$ cat src/rtl/mac_feeder.sv
// Operand sequencer for the MAC tile: buffers g/e operand streams, issues whole
// LEN-pair vectors back to back, and holds each vector's final MAC output in a result slot.
module mac_feeder #(
  parameter int unsigned N     = 8,
  parameter int unsigned LEN   = 4,
  parameter int unsigned DEPTH = 8
) (
  input  logic         clk,
  input  logic         rst,
  input  logic         g_valid,
  output logic         g_ready,
  input  logic [N-1:0] g_data,
  input  logic         e_valid,
  output logic         e_ready,
  input  logic [N-1:0] e_data,
  output logic [N-1:0] mac_g,
  output logic [N-1:0] mac_e,
  output logic         mac_clr,
  input  logic [N-1:0] mac_o,
  output logic         res_valid,
  input  logic         res_ready,
  output logic [N-1:0] res_data,
  output logic         busy
);

  localparam int unsigned AW = (DEPTH > 1) ? $clog2(DEPTH) : 1;
  localparam int unsigned CW = $clog2(DEPTH) + 1;
  localparam int unsigned IW = (LEN > 1) ? $clog2(LEN) : 1;

  localparam logic [CW-1:0] LenC    = CW'(LEN);
  localparam logic [CW-1:0] DepthC  = CW'(DEPTH);
  localparam logic [AW-1:0] PtrLast = AW'(DEPTH - 1);
  localparam logic [IW-1:0] IdxLast = IW'(LEN - 1);

  localparam logic [1:0] StIdle = 2'd0;
  localparam logic [1:0] StClr  = 2'd1;
  localparam logic [1:0] StRun  = 2'd2;

  logic [1:0]    state_q, state_d;
  logic [IW-1:0] idx_q, idx_d;
  logic          mac_clr_q;

  logic [N-1:0]  g_mem [DEPTH];
  logic [N-1:0]  e_mem [DEPTH];
  logic [AW-1:0] g_wptr_q, g_rptr_q, e_wptr_q, e_rptr_q;
  logic [CW-1:0] g_count_q, e_count_q;

  logic g_push, e_push, pop, start, last;

  function automatic logic [AW-1:0] next_ptr(input logic [AW-1:0] p);
    return (p == PtrLast) ? '0 : p + AW'(1);
  endfunction

  assign g_ready = (g_count_q < DepthC);
  assign e_ready = (e_count_q < DepthC);
  assign g_push  = g_valid && g_ready;
  assign e_push  = e_valid && e_ready;
  assign pop     = (state_q == StRun);
  assign last    = pop && (idx_q == IdxLast);
  // Only start once a full vector is buffered: the MAC cannot be stalled mid-vector.
  assign start   = (g_count_q >= LenC) && (e_count_q >= LenC) && (!res_valid || res_ready);

  always_ff @(posedge clk) begin
    if (g_push) g_mem[g_wptr_q] <= g_data;
    if (e_push) e_mem[e_wptr_q] <= e_data;
  end

  always_ff @(posedge clk or negedge rst) begin
    if (!rst) begin
      g_wptr_q  <= '0;
      g_rptr_q  <= '0;
      g_count_q <= '0;
      e_wptr_q  <= '0;
      e_rptr_q  <= '0;
      e_count_q <= '0;
    end else begin
      if (g_push) g_wptr_q <= next_ptr(g_wptr_q);
      if (e_push) e_wptr_q <= next_ptr(e_wptr_q);
      if (pop) begin
        g_rptr_q <= next_ptr(g_rptr_q);
        e_rptr_q <= next_ptr(e_rptr_q);
      end
      g_count_q <= g_count_q + CW'(g_push) - CW'(pop);
      e_count_q <= e_count_q + CW'(e_push) - CW'(pop);
    end
  end

  always_comb begin
    state_d = state_q;
    idx_d   = idx_q;
    case (state_q)
      StIdle: if (start) state_d = StClr;
      StClr: begin
        state_d = StRun;
        idx_d   = '0;
      end
      StRun: begin
        idx_d = idx_q + IW'(1);
        if (last) begin
          state_d = StIdle;
          idx_d   = '0;
        end
      end
      default: begin
        state_d = StIdle;
        idx_d   = '0;
      end
    endcase
  end

  always_ff @(posedge clk or negedge rst) begin
    if (!rst) begin
      state_q   <= StIdle;
      idx_q     <= '0;
      mac_clr_q <= 1'b1;
      res_valid <= 1'b0;
      res_data  <= '0;
    end else begin
      state_q   <= state_d;
      idx_q     <= idx_d;
      // Registered from next state so the clear drops exactly on the first RUN cycle.
      mac_clr_q <= (state_d != StRun);
      if (last) begin
        res_valid <= 1'b1;
        res_data  <= mac_o;
      end else if (res_valid && res_ready) begin
        res_valid <= 1'b0;
      end
    end
  end

  assign mac_clr = mac_clr_q;
  assign mac_g   = pop ? g_mem[g_rptr_q] : '0;
  assign mac_e   = pop ? e_mem[e_rptr_q] : '0;
  assign busy    = (state_q != StIdle);

endmodule

$ cat config.mk
export PLATFORM = sky130hd
export DESIGN_NAME = mac_feeder
export DESIGN_NICKNAME = d
export VERILOG_FILES = /design/src/rtl/mac_feeder.sv
export SDC_FILE = /design/constraint.sdc
export NUM_CORES = 1
export LEC_CHECK = 0
export BUFFER_PORTS_ARGS = -buffer_cell sky130_fd_sc_hd__buf_2
export CELL_PAD_IN_SITES_DETAIL_PLACEMENT = 1
export CELL_PAD_IN_SITES_GLOBAL_PLACEMENT = 1
export CORE_MARGIN = 2
export CORE_UTILIZATION = 45
export DETAILED_ROUTE_END_ITERATION = 8
export HOLD_SLACK_MARGIN = 0.06
export PLACE_DENSITY_LB_ADDON = 0.12
export SYNTH_ARGS = -nofsm -noshare
export SYNTH_HDL_FRONTEND = slang
export SYNTH_SLANG_ARGS = --single-unit
$ cat constraint.sdc
create_clock -name clk -period 2.01 [get_ports clk]
set_input_delay 0.201 -clock clk [delete_from_list [all_inputs] [get_ports clk]]
set_output_delay 0.201 -clock clk [all_outputs]
set_load 0.02 [all_outputs]
==> out/metrics.cfg <==
[worst_setup_path]
r2r.worst_path.cells=7
path_cells=buf_12, mux2i_4, a22oi_1, and3_1, buf_6
worstSetupStartpointType=register
cp.required_ps=1810
critical_path_class=register to output pin
end_kind=output pin
worstPathArrival_ps=1770
critPathMaxStageDelay_ps=440
cp_slowest_cell=dfrtp_2
worst-path-max-fanout=17

[clock_tree]
cts_buffer_depth=2
ctsHtreeMaxLevel=4
cts.sinks=162
clkLatencyLatePin_ps=420
cts_root_buf=clkbuf_16
tritoncts=done
numCtsBuffers=17
cts.clk_slew.worst_paths_ps=60

[placement]
gp_congestion=0.697
dp_slack_ps=40.9
dp_cells=670
dp_hpwl_um=8960
io_buffer_count=57

[power]
p_total_uw=12400
p_per_area_nw_per_um2=1500
p_leak_uw=0.00330
ir_worst_vdd_mv=0.729

[floorplanning]
io_pins=58
core_area_um2=14600
rows=44
start_util_pct=46.2
fp.dieH_um=126
dieArea_um2=16000
die_w_um=126

[timing]
final.setup.tns_ps=0
max_slew_margin_pct=46.6
finalClockSkew_ps=6.19
worst_pin_slew_ps=801
slew_viol_final=0
setup_viol=0
period_needed_ps=1970
hold_viol=0
fmax_mhz=507
rsz0062_at_grt=true
finalWorstSetupSlack_ps=37.6
post-route-period-util_pct=98.1

[yosys]
syn-cell-area_um2=6740
synth_largest_area_cell=edfxtp_1
ys_seq_area_share_pct=69.7
yosysTopAreaCellShare_pct=57.0
yosys_warnings=0
syn_nets=472
yosysMostFrequentCell=edfxtp_1
synthArstFlopShare_pct=21.0
synth_edf_count=128
synth_seq_cells=162
avgSynthCellArea_um2=16.0
ys_top_cells_by_count=edfxtp_1, mux2i_1, dfrtp_1
yosys_most_used_dff=edfxtp_1
synthCells=422
synth_area_leaders=edfxtp_1, dfrtp_1, mux2i_1
synth_cell_types=36

[cells_and_area]
n_antenna_cell=0
nets=581
regArea_um2=4700
syn_to_final_growth_pct=23.0
multi_input_area_um2=1880
nFillCells=1359
final-instance-count-excl-fill=727
drive_gt1_share_pct=24.5
fin_util_pct=56.8

[global_routing]
grt_pass1_vias=4296
grt_max_degree=35
grt_pass1_wl_um=23600
grt_overflow_total=0
antenna_found_initial=0
grtUsageTotal_pct=19.8

[run]
cap_violations=0

[route]
drtIter0Drc=191
vias_per_cell=5.36
drc_errors=0
num_vias=3895
ant_nets=0
wire_per_inst_um=20.5
firstDrtPassIters=6
wl_um=14900

[min_path]
hp-class=input pin to register
whs_path_depth=1

[run_status]
status=finished, final reports clean

metal layers:
layer	share of wire, %	global-route usage (%)	vias up
li1	-	-	1797
met1	45	26.2	1996
met2	49	32.4	85
met3	4.2	4.98	17
met4	1.5	6.46	0
met5	0	0	-
kinds of logic after synthesis:
family | Yosys count | share of synthesized area (%)
buffers and inverters | 33 | 3.36
XOR/XNOR | 4 | 0.520
AO/OA/AOI/OAI | 45 | 4.72
adder cells (fa/ha/maj) | 21 | 4.12
multiplexers | 75 | 11.3
AND/OR/NAND/NOR | 82 | 6.28
flip-flops | 162 | 69.7
layout make-up:
type / instances / area share [%]
Clock buffer: 18 / 5.18
Clock inverter: 13 / 2.31
Inverter: 16 / 0.724
Multi-Input combinational cell: 227 / 22.6
Sequential cell: 162 / 56.7
Tap cell: 184 / 2.78
Timing Repair Buffer: 107 / 9.69
final timing paths:
path                                   start           end  slack (ps)
worst max-delay path             g_rptr_q[1]      mac_g[2]          40
worst min-delay path               e_data[2]   e_mem[4][2]          70
worst max register to register  g_count_q[3]  g_count_q[2]         150
worst min register to register  g_count_q[0]  g_count_q[0]         480
max in group asynchronous                rst   e_rptr_q[2]        1040
min in group asynchronous                rst   e_wptr_q[0]         400
critical path: cells and delay by family (launching register included):
kind / cells / cell delay (ps)
DFF: 1 / 440
buffers and inverters: 2 / 310
and+or+nand+nor: 1 / 220
muxes: 1 / 200
AOI/OAI and AO/OA: 1 / 170
per-stage QoR:
step	hold WS, ps	instance area (um^2)
2_1_floorplan	-94.6	6740
3_3_place_gp	325	7290
3_5_place_dp	334	7290
4_1_cts	60.1	8260
5_1_grt	65.4	8290
6_report	67.0	8290
sequential cells by signal, indices dropped and copies added, names as in the netlist:
name / count
e_wptr_q: 3
g_rptr_q: 3
g_mem: 64
e_count_q: 4
state_q: 2
mac_clr: 1
g_wptr_q: 3
idx_q: 2
res_data: 8
res_valid: 1
e_mem: 64
g_count_q: 4
e_rptr_q: 3
report_power, final:
| group | switching (uW) | leakage (uW) | total [uW] | internal [uW] |
|---|---|---|---|---|
| logic | 2430 | 0.00144 | 4360 | 1940 |
| registers | 383 | 0.00156 | 4640 | 4260 |
| clock network | 1250 | 0.000300 | 3430 | 2170 |
| total | 4070 | 0.00330 | 12400 | 8370 |
cells in the final DEF, fill, tap and decap left out, types with 3 or more instances in the layout:
master and n:
edfxtp_1 128, mux2i_1 60, buf_2 50, a22oi_1 30, dfrtp_1 28, buf_4 28
dlygate4sd3_1 22, nand2_1 19, ha_1 19, clkbuf_16 17, nor2_1 16, and3_1 16
inv_1 15, nand2b_1 10, mux2_1 8, nor3_1 6, bufinv_16 5, dfrtp_2 5
buf_12 5, mux2i_2 4, a21o_1 4, clkinv_1 4, o21ai_1 3, or2_1 3
a21oi_1 3
what timing repair did:
| item | in CTS | in global routing |
|---|---|---|
| buffers inserted | 2 | 2 |
| hold buffers | 22 | 0 |
| setup endpoints to repair | 16 | 20 |
| hold endpoints to repair | 138 | 0 |
| cloned | 1 | 0 |
| gates resized for setup | 25 | 13 |
| pin swaps | 2 | 3 |
No activity file was read; power rests on OpenSTA's default activity.
